### src/rtl/mask_encoder16.sv
// Sequential mask encoder: takes one 16-bit request mask and emits the index of
// each set bit, lowest first, one index per output handshake.
module mask_encoder16 #(
    parameter int WIDTH = 16,
    parameter int IDX_W = 4,
    parameter int CNT_W = 5
) (
    input  logic             clk,
    input  logic             rst_n,
    input  logic             in_valid,
    output logic             in_ready,
    input  logic [WIDTH-1:0] mask_in,
    output logic             out_valid,
    input  logic             out_ready,
    output logic [IDX_W-1:0] index_out,
    output logic             out_last,
    output logic [CNT_W-1:0] bit_count,
    output logic             multi_err,
    output logic             empty
);

    typedef enum logic {IDLE, EMIT} state_t;

    state_t           state_q, state_d;
    logic [WIDTH-1:0] pending_q, pending_d;
    logic [IDX_W-1:0] index_q, index_d;
    logic             last_q, last_d;
    logic [CNT_W-1:0] bit_count_q, bit_count_d;
    logic             multi_err_q, multi_err_d;
    logic             empty_q, empty_d;

    logic [WIDTH-1:0] pend_next;
    logic [CNT_W-1:0] in_cnt;

    // Fixed-priority search: the last hit while scanning downward is the lowest set bit.
    function automatic logic [IDX_W-1:0] lowest_idx(input logic [WIDTH-1:0] v);
        logic [IDX_W-1:0] r;
        r = '0;
        for (int i = WIDTH - 1; i >= 0; i--) begin
            if (v[i]) r = IDX_W'(i);
        end
        return r;
    endfunction

    function automatic logic [CNT_W-1:0] popcnt(input logic [WIDTH-1:0] v);
        logic [CNT_W-1:0] c;
        c = '0;
        for (int i = 0; i < WIDTH; i++) c = c + CNT_W'(v[i]);
        return c;
    endfunction

    always_comb begin
        state_d     = state_q;
        pending_d   = pending_q;
        index_d     = index_q;
        last_d      = last_q;
        bit_count_d = bit_count_q;
        multi_err_d = multi_err_q;
        empty_d     = 1'b0;
        in_cnt      = popcnt(mask_in);
        pend_next   = pending_q & (pending_q - WIDTH'(1));

        if (state_q == IDLE) begin
            if (in_valid) begin
                pending_d   = mask_in;
                bit_count_d = in_cnt;
                multi_err_d = (in_cnt >= CNT_W'(2));
                if (mask_in == '0) begin
                    empty_d = 1'b1;
                end else begin
                    state_d = EMIT;
                    index_d = lowest_idx(mask_in);
                    last_d  = (in_cnt == CNT_W'(1));
                end
            end
        end else if (out_ready) begin
            pending_d = pend_next;
            if (last_q) begin
                state_d = IDLE;
                last_d  = 1'b0;
            end else begin
                index_d = lowest_idx(pend_next);
                // Exactly one bit left once clearing its lowest bit leaves nothing.
                last_d  = ((pend_next & (pend_next - WIDTH'(1))) == '0);
            end
        end
    end

    always_ff @(posedge clk or negedge rst_n) begin
        if (!rst_n) begin
            state_q     <= IDLE;
            pending_q   <= '0;
            index_q     <= '0;
            last_q      <= 1'b0;
            bit_count_q <= '0;
            multi_err_q <= 1'b0;
            empty_q     <= 1'b0;
        end else begin
            state_q     <= state_d;
            pending_q   <= pending_d;
            index_q     <= index_d;
            last_q      <= last_d;
            bit_count_q <= bit_count_d;
            multi_err_q <= multi_err_d;
            empty_q     <= empty_d;
        end
    end

    assign in_ready  = (state_q == IDLE);
    assign out_valid = (state_q == EMIT);
    assign index_out = index_q;
    assign out_last  = last_q;
    assign bit_count = bit_count_q;
    assign multi_err = multi_err_q;
    assign empty     = empty_q;

endmodule

### config.mk
export PLATFORM = sky130hd
export DESIGN_NAME = mask_encoder16
export DESIGN_NICKNAME = d
export VERILOG_FILES = /design/src/rtl/mask_encoder16.sv
export SDC_FILE = /design/constraint.sdc
export NUM_CORES = 1
export LEC_CHECK = 0
export ABC_AREA = 1
export BUFFER_PORTS_ARGS = -buffer_cell sky130_fd_sc_hd__buf_2
export CORE_ASPECT_RATIO = 0.7
export CORE_UTILIZATION = 54
export CTS_CLUSTER_SIZE = 24
export DETAILED_ROUTE_END_ITERATION = 8
export GPL_ROUTABILITY_DRIVEN = 0
export PLACE_DENSITY_LB_ADDON = 0.08
export SYNTH_ARGS = -nofsm -noshare
export SYNTH_HDL_FRONTEND = slang
export SYNTH_SLANG_ARGS = --single-unit
### constraint.sdc
create_clock -name clk -period 2.5 [get_ports clk]
set_input_delay 0.5 -clock clk [delete_from_list [all_inputs] [get_ports clk]]
set_output_delay 0.5 -clock clk [all_outputs]
set_load 0.02 [all_outputs]
Word level (Yosys, flattened, before mapping)
Cells that the tools add are included.
{"block": "word_totals", "latch_bits": 0, "n_memories": 0, "ram_bits": 0, "rom_bits": 0, "inputBits": 20, "ff_bits": 29}
{"block": "classes", "n_bitwise": 3, "n_addsub": 17, "n_lt_le_gt_ge": 1, "shift": 0, "div": 0, "n_eq_ne": 4, "reduce_logical": 7, "mux": 53, "mul": 0}
{"cell": "$mux W4", "count": 37}
{"cell": "$add A5 B1 Y5", "count": 11}
{"cell": "$mux W16", "count": 3}
{"cell": "$and A16 B16 Y16", "count": 2}
{"cell": "$logic_not A16 Y1", "count": 2}
{"cell": "$sub A16 B1 Y16 const B", "count": 2}
{"cell": "$mux W1", "count": 13}
{"cell": "$ne A2 B2 Y1 const B", "count": 3}
{"cell": "$add A4 B1 Y5", "count": 1}
{"cell": "$eq A5 B1 Y1 const B", "count": 1}
{"cell": "$ge A5 B2 Y1 const B", "count": 1}
{"cell": "$add A3 B1 Y4", "count": 1}
{"cell": "$reduce_and A2 Y1", "count": 2}
{"cell": "$reduce_and A4 Y1", "count": 1}
{"cell": "$add A2 B1 Y3", "count": 1}
{"cell": "$reduce_and A3 Y1", "count": 1}
{"cell": "$add A1 B1 Y2", "count": 1}
{"cell": "$reduce_bool A2 Y1", "count": 1}
{"cell": "$not A1 Y1", "count": 1}

Longest topological paths before layout
Gate-level depths: netlist of run 1.
{"block": "depth", "depth_word": 21, "ltp_mapped": 19}

Least setup slack after synthesis of run 1
No wires, ideal clock.
{"block": "synth_timing", "path_kind": "input to register", "startpoint": "input port mask_in[0]", "endpoint": "register last_q, in the netlist out_last", "path_slack_ns": -1.226, "n_path_buf": 0, "t_required_ns": 2.429, "arrival_ns": 3.655, "setup_ns": 0.071, "cell_stages": 14, "path_cell_list": "fa_1 -> inv_1 -> fa_1 -> fa_1 -> fa_1 -> inv_1 -> ha_1 -> inv_1 -> fa_1 -> xor2_1 -> nand4_1 -> o21ai_0 -> nor2_1 -> nor2_1"}
{"block": "synth_between", "elab_chain_len": 19}
{"item": "start: declaration", "line": "12", "source": "input logic [WIDTH-1:0] mask_in,"}
{"item": "$add A1 B1 Y2", "line": "48", "source": "for (int i = 0; i < WIDTH; i++) c = c + CNT_W'(v[i]);"}
{"item": "$add A2 B1 Y3", "line": "48"}
{"item": "$add A3 B1 Y4", "line": "48"}
{"item": "$add A4 B1 Y5", "line": "48"}
{"item": "$add A5 B1 Y5 (11 in a row)", "line": "48"}
{"item": "$eq A5 B1 Y1", "line": "73", "source": "last_d = (in_cnt == CNT_W'(1));"}
{"item": "$mux W1", "line": "68", "source": "if (mask_in == '0) begin"}
{"item": "$mux W1", "line": "64", "source": "if (in_valid) begin"}
{"item": "$mux W1", "line": "63", "source": "if (state_q == IDLE) begin"}
{"item": "end signal: assignment", "line": "102", "source": "last_q <= last_d;"}
{"item": "end: declaration", "line": "27", "source": "logic last_q, last_d;"}
Several ways; a longest one is shown, not always the timed one. The select of a mux whose other input is x is not followed.
A chain may end at the register's enable or synchronous reset.

Worst setup path after layout of run 1
Same ends and word-level chain as after synthesis.

==> results of run 1 <==
==> per-stage QoR <==
step / total power (W) / instances / hold slack [ns]
after global placement: 0.003109 / 441 / 0.4574
final: 0.003935 / 452 / 0.2315
after floorplan: 0.002471 / 338 / 0.2044
after detailed placement: 0.003175 / 441 / 0.4732
after global routing: 0.004271 / 452 / 0.2805
after CTS: 0.003671 / 449 / 0.2536
==> routing by layer <==
layer / up-vias / GRT usage, %
li1: 1199 / -
met1: 1157 / 45.72
met2: 119 / 49.70
met3: 19 / 8.800
met4: 0 / 8.929
met5: - / 0
==> cells by family after synthesis <==
kind of cell / Yosys count / synth area share (%)
and+or+nand+nor: 139 / 25.49
adders and majority gates: 16 / 11.71
AOI/OAI and AO/OA: 83 / 20.17
xor gates and xnor gates: 2 / 0.7452
DFF: 29 / 30.87
buffers and inverters: 69 / 11.02
==> worst paths after layout <==
| path | end | slack, ns | cells past startpoint |
|---|---|---|---|
| worst max-delay path | out_last | -1.26 | 17 |
| worst min-delay path | bit_count[3] | 0.23 | 1 |
| worst max register to register | index_out[3] | 0.28 | 8 |
| worst min register to register | bit_count[3] | 0.47 | 2 |
| max in group asynchronous | pending_q[4] | 1.85 | 1 |
| min in group clk | empty | 0.45 | 3 |
==> registers in the layout (all words and copies together) (netlist names) <==
name and flops:
out_last 1, empty 1, pending_q 16, out_valid 1
bit_count 5, multi_err 1, index_out 4
==> what timing repair did <==
action / CTS / global route
pin swaps: 3 / 6
buffers inserted: 1 / 3
endpoints found under the setup margin: 7 / 7
resized for setup: 15 / 11
gates cloned: 0 / 0
==> layout by cell type, fill, tap and decap left out, drive strengths merged, types with 3 or more instances in the layout <==
master and n:
a21oi 14, a2bb2oi 3, buf 60, clkbuf 7
dfrtp 29, fa 10, ha 6, inv 63
nand2 83, nand3 9, nor2 41, o21ai 53
==> critical path, cell delays in order <==
cell and delay [ns]:
buf_6 0.10, fa_1 0.54, inv_2 0.04, fa_1 0.50, fa_2 0.44, fa_1 0.50, inv_2 0.05, ha_4 0.15
buf_4 0.13, a21oi_2 0.15, o21bai_1 0.12, xor2_1 0.19, inv_1 0.07, nand4_1 0.12, o21ai_1 0.21, nor2_1 0.07
nor2_1 0.09
==> power by group through the flow <==
stage          Sequential (W)  Combinational (W)  Clock (W)
4_1_cts              0.000878            0.00240   0.000396
3_5_place_dp         0.000881            0.00229          0
6_report             0.000880            0.00266   0.000397
3_3_place_gp         0.000876            0.00223          0
2_1_floorplan        0.000966            0.00150          0
5_1_grt              0.000912            0.00294   0.000419
==> layout make-up <==
| cell class | instances | area, µm² | share of cell area (%) |
|---|---|---|---|
| Clock buffer | 7 | 86.33 | 2.930 |
| Sequential cell | 29 | 725.7 | 24.63 |
| Multi-Input combinational cell | 240 | 1433 | 48.62 |
| Inverter | 64 | 240.2 | 8.153 |
| Timing Repair Buffer | 60 | 396.6 | 13.46 |
| Tap cell | 52 | 65.06 | 2.208 |
==> results.md, run 1 <==
Clock network:
- The number of hold buffers added after CTS was 0.
- TritonCTS built the clock tree.
- The clock-pin transition on the worst setup and hold timing paths is 0.06 ns.
- The number of levels the H-tree was split into is 2.
- The number of clock buffers inserted by TritonCTS is 5.
- The clock insertion delay at the later pin of the skew report is 0.29 ns.
- The buffer levels on the longest clock path is 2.
- The cell chosen for the clock root is clkbuf_8.
- The CTS sink count is 29.

Placed design:
- The port buffer count is 33.
- The final HPWL from detailed placement is 5112 µm.
- The placed cell area is 0.002738 mm².
- At the placement stage, the worst setup path has a slack of -1.396 ns.

Route:
- The number of iterations in the first detailed-routing pass is 5.
- The met3 wirelength from detailed routing is 606 µm.
- The overall routed net length is 6830 µm.
- The top metal layer carrying routed signals is met4.
- The detail route stage leaves a number of antenna-violating nets equal to 0.
- The via total after detailed routing is 2494.
- The routed length per placed instance is 15.11 µm.
- The detailed-routed wire length on met2 is 3087 µm.
- The count of unresolved DRC violations after routing is 0.
- The detailed router finished its first iteration with 172 violations.
- The detailed router put a total of 3009 µm of wire on met1.
- Dividing the detail-routed via count by the number of cells gives 5.518.

Logic synthesis:
- A synthesized cell averages 6.956 µm².
- The commonest register cell after synthesis is dfrtp_1.
- The number of instances in the synthesized netlist is 338.
- In the post-synthesis netlist, the biggest area contributors are dfrtp_1 31%, nand2_1 12%, o21ai_0 10%.
- For this run, the number of Yosys warnings is 0.
- The most used standard cell by instance count after synthesis is nand2_1.
- Counting distinct cell types in the post-synthesis netlist gives 34.
- The synthesized design contains 29 register bits.
- After synthesis, the share of flip-flops with an asynchronous set or reset is 100.0%.
- The area share of the largest cell type after synthesis is 30.87%.
- The cell taking the most area after synthesis is dfrtp_1.
- The number of nets in the synthesized netlist is 374.
- Counting instances in the post-synthesis netlist gives the leading cell types as 77 x nand2_1, 59 x inv_1, 48 x o21ai_0.
- The synthesized netlist occupies a cell area of 0.002351 mm².
- Sequential elements use 30.87% of the synthesized area.
- The number of enable-type register cells in the synthesized netlist is 0.

Final layout:
- The final net count is 436.
- The number of antenna diodes in the final layout is 0.
- The layout filler cell count is 332.
- Compared with the post-synthesis result, the final layout area differs by 25.33%.
- The finished cells cover 0.002947 mm².
- The utilization of the core after routing is 72.91%.
- The share of cells above drive strength 1 is 27.25%.

Critical path:
- The worst setup path category is in2reg.
- The endpoint class of the critical path is a flip-flop.
- The kind of start point of the critical path is a primary input.
- The reg-to-reg critical path startpoint is out_valid.
- The start point of the critical path is mask_in[0].
- Data arrives at the worst endpoint at 3.98 ns.
- The critical path required time is 2.72 ns.
- Along the worst path, the maximum fanout reaches 2.

Run status:
- The checks that failed: negative setup slack.
- The run finished, with violations left.

Timing:
- The number of slew-limit violations in the final report came to 0.
- For the pin with the worst max-slew slack, the measured transition is 0.6303 ns.
- The worst clock skew on the final layout is 0.008440 ns.
- Setup repair after global routing could not meet its margin everywhere.
- The final setup slack of the worst path is -1.260 ns.
- In this run the tightest slew margin relative to its limit is 57.98%.
- The minimum clock period after layout is 3.760 ns.
- The sum of negative setup slack is -6.657 ns.
- The final cycle utilization of the critical path is 150.4%.
- Static timing analysis puts the maximum clock frequency at 266.0 MHz.
- The final hold violation count is 0.
- Setup violations remaining at the end of the flow were counted as 7.

Floorplan:
- The die covers 0.004626 mm².
- The number of placement rows is 19.
- The placeable core area is 0.004041 mm².
- The floorplan step set the die width to 80.87 µm.
- Pin placement for this block handled 34 I/O pins.
- The initial utilization of the core area, before any placement, comes to 58.17%.
- The overall die height is 57.21 µm.

Power and ir drop:
- Net switching is 50.97% of the power.
- The power per cell area is 1336 mW/mm².
- The proportion of power drawn by combinational gates is 67.6%.
- The worst voltage drop across the vdd grid is 884.5 µV.
- Cell internal power was estimated by the tool at 0.001929 W.
- For this design the total switching power over the nets is 0.002006 W.
- The clock network is responsible for 10.1% of the overall power.
- Summed over all cells, the static leakage comes to 1.547 nW.
- The part of the total power dissipated in sequential elements is 22.4%.

GRT:
- The initial antenna violation count is 0.
- The number of global-route vias before repair is 2341.
- The total routing usage reported by global routing is 32.55%.
- The wire length of the first global-routing pass is 11110 µm.
- Entering global routing, the biggest net connects 30 pins.
- For this run the aggregate overflow at the end of global routing stands at 0.

Min path:
- The kind of path behind the tightest hold check is in2async.

Job:
- The tool flagged a number of max-cap violations equal to 0.
Power figures use the tool's default switching activity.
==> inputs of run 2 (changes only) <==
TNS_END_PERCENT = 20   (was unset)
clock period = 3.92 ns   (was 2.5 ns; I/O delays follow)
==> results.md, run 2 (synthesis results as in run 1) <==
Run status:
- The run finished, with violations left.
- The final reports fail on negative setup slack.

Route:
- The post-detailed-route via-to-cell ratio was 5.530 (+0.21%).
- The number of iterations in the first detailed-routing pass came to 5 (unchanged).
- The number of DRC markers after the initial detailed-route iteration came to 256 (+49%).
- The count of unresolved DRC violations after routing came to 0 (unchanged).
- The routed length per placed instance came to 14.33 µm (-5.1%).
- The via total after detailed routing came to 2433 (-2.4%).
- The overall routed net length was 6307 µm (-7.7%).
- The number of nets still failing antenna checks after routing came to 0 (unchanged).

Critical path:
- The logic depth of the worst register-to-register path came to 7 (-1).
- The arrival time reported for the critical path endpoint is 4.19 ns (+0.21 ns).
- The critical path required time is 4.13 ns (+1.41 ns).
- The worst setup path is launched from a primary input.
- The start point of the critical path is mask_in[3].
- The worst setup path category is in2reg.
- The reg-to-reg critical path startpoint is out_valid.
- The worst setup path is captured at a flip-flop.
- The maximum fanout along the worst path is 2 (unchanged).

Min path:
- The startpoint of the worst hold path is bit_count[0].
- The kind of path behind the tightest hold check is reg2reg.
- Counting instances, the worst hold path has a depth of 2.

Clock network:
- The number of levels the H-tree was split into came to 2 (unchanged).
- The clock insertion delay at the later pin of the skew report is 0.28 ns (about the same).
- The clock-pin transition on the worst setup and hold timing paths is 0.06 ns (about the same).
- The buffer levels on the longest clock path is 2 (unchanged).
- The number of clock buffers inserted by TritonCTS is 5 (unchanged).
- The number of hold buffers added after cts is 0 (unchanged).
- The CTS sink count is 29 (unchanged).
- TritonCTS built the clock tree.
- CTS placed an instance of clkbuf_8 at the clock tree root.

Placed design:
- The port buffer count was 33 (unchanged).
- The final HPWL from detailed placement is 4990 µm (-2.4%).
- The total instance count after detailed placement was 431 (-2.3%).
- The placed cell area came to 0.002663 mm² (-2.7%).

Final layout:
- The largest register by flop count is pending_q.
- The utilization of the core after routing is 69.01% (-3.9 points).
- The layout filler cell count is 348 (+4.8%).
- The leading cell type in the layout, fill and taps excluded is nand2_1.
- The area occupied by multi-input gates is 0.001399 mm² (-2.4%).
- The non-filler instance count after layout is 440 (-2.7%).
- The final net count came to 423 (-3.0%).
- The share of cells above drive strength 1 is 21.65% (-5.6 points).
- The top cell types in the final layout, fill and taps aside, are 77 x nand2_1, 57 x inv_1, 45 x o21ai_0.
- The number of flip-flops in the largest register was 16 (unchanged).
- The sequential standard cell area came to 725.7 µm² (unchanged).
- Compared with the post-synthesis result, the final layout area differs by 18.63%.
- The antenna diode count is 0 (unchanged).
- The cell area after layout came to 0.002789 mm² (-5.4%).

Timing:
- The routed design could run at a clock period as short as 3.982 ns.
- The number of slew-limit violations in the final report is 0 (unchanged).
- The worst slack on hold paths is 0.4752 ns (+0.2437 ns).
- The final hold violation count was 0 (unchanged).
- The sum of negative setup slack is -0.06212 ns (+6.595 ns).
- The worst clock skew on the final layout is 0.007295 ns (-0.001145 ns).
- Setup repair after global routing could not meet its margin everywhere.
- The final setup violation count is 1 (-6).
- The worst slew slack as a fraction of its limit is 55.40% (-2.6 points).
- The final setup slack of the worst path is -0.06212 ns (+1.197 ns).
- The slew at the pin closest to its max-slew limit is 0.6691 ns (+0.03873 ns).
- In the finished design, the share of the clock period the worst path needs comes to 101.6%.
- Timing would allow up to 251.1 MHz.

GRT:
- The wire length of the first global-routing pass is 10630 µm (-4.3%).
- The total routing usage reported by global routing is 30.49% (-2.1 points).
- The initial antenna violation count is 0 (unchanged).
- The final global-route overflow total is 0 (unchanged).
- The number of global-route vias before repair was 2223 (-5.0%).
- The largest net degree at the start of global routing is 30 (unchanged).

Floorplan:
- The placeable core area is 0.004041 mm² (unchanged).
- The x dimension of the die is 80.87 µm (unchanged).
- The starting utilization of the core area is 58.17% (unchanged).
- The number of placement rows was 19 (unchanged).
- The overall die height came to 57.21 µm (unchanged).
- The number of primary I/O pins was 34 (unchanged).
- The die area is 0.004626 mm² (unchanged).

Power and ir drop:
- The power per cell area is 839.1 mW/mm² (-37%).
- The worst voltage drop across the vdd grid is 473.2 µV (-47%).
- The leakage power came to 1.478 nW (-4.4%).

Job:
- The max capacitance violation total is 0 (unchanged).
## run 2: cell types whose count changed in the layout (fill, tap and decap cells not counted), sizes merged
| cell | change |
|---|---|
| buf | -13 |
| clkbuf | -1 |
| clkinv | +2 |
## run 2: area by class of cell
cell class	instances	share of cell area [%]
Multi-Input combinational cell	240	50.16
Tap cell	52	2.333
Timing Repair Buffer	47	9.915
Clock buffer	6	2.602
Clock inverter	2	0.3589
Inverter	64	8.614
Sequential cell	29	26.02
## run 2: worst max-delay path, stage by stage
cell     delay [ns]
buf_6          0.10
fa_1           0.54
inv_1          0.06
fa_1           0.50
fa_1           0.44
fa_1           0.50
inv_2          0.09
ha_4           0.15
inv_2          0.05
fa_2           0.39
xor2_2         0.16
nand4_1        0.15
o21ai_1        0.15
nor2_1         0.05
nor2_1         0.09
## run 2: report_power, final
group / total (W) / leakage, nW / switching, W / internal (W)
Combinational: 0.00151 / 1.08 / 0.000963 / 0.000548
Clock: 0.000245 / 0.0450 / 0.000122 / 0.000123
Sequential: 0.000585 / 0.355 / 0.000142 / 0.000443
Total: 0.00234 / 1.48 / 0.00123 / 0.00111
## run 2: path summary, 6_finish.rpt
kind                                      to  slack (ns)
max in group asynchronous       bit_count[3]        2.95
worst max-delay path                out_last       -0.06
worst min-delay path            bit_count[0]        0.48
min in group asynchronous       index_out[3]        0.53
worst max register to register  index_out[3]        1.25
worst min register to register  bit_count[0]        0.48
## run 2: through the flow
step	setup WS (ns)	power [W]
5_1_grt	-0.2020	0.002564
3_5_place_dp	-0.3961	0.001979
3_3_place_gp	-0.2805	0.001934
6_report	-0.06212	0.002340
2_1_floorplan	0.002507	0.001574
4_1_cts	-0.06178	0.002290
## run 2: per-layer routing
| layer | global-route usage [%] | wire (µm) | vias up |
|---|---|---|---|
| met2 | 43.22 | 2631 | 113 |
| met1 | 47.27 | 2970 | 1139 |
| met4 | 6.122 | 102 | 0 |
| met5 | 0 | 0 | - |
| met3 | 7.200 | 603 | 9 |
| li1 | - | - | 1172 |
## run 2: timing repair
action                     4_1_cts  5_1_grt
pin swaps                       10        2
setup buffers                    1        0
gates resized for setup          7        4
setup endpoints to repair        2        2
gates cloned                     0        0
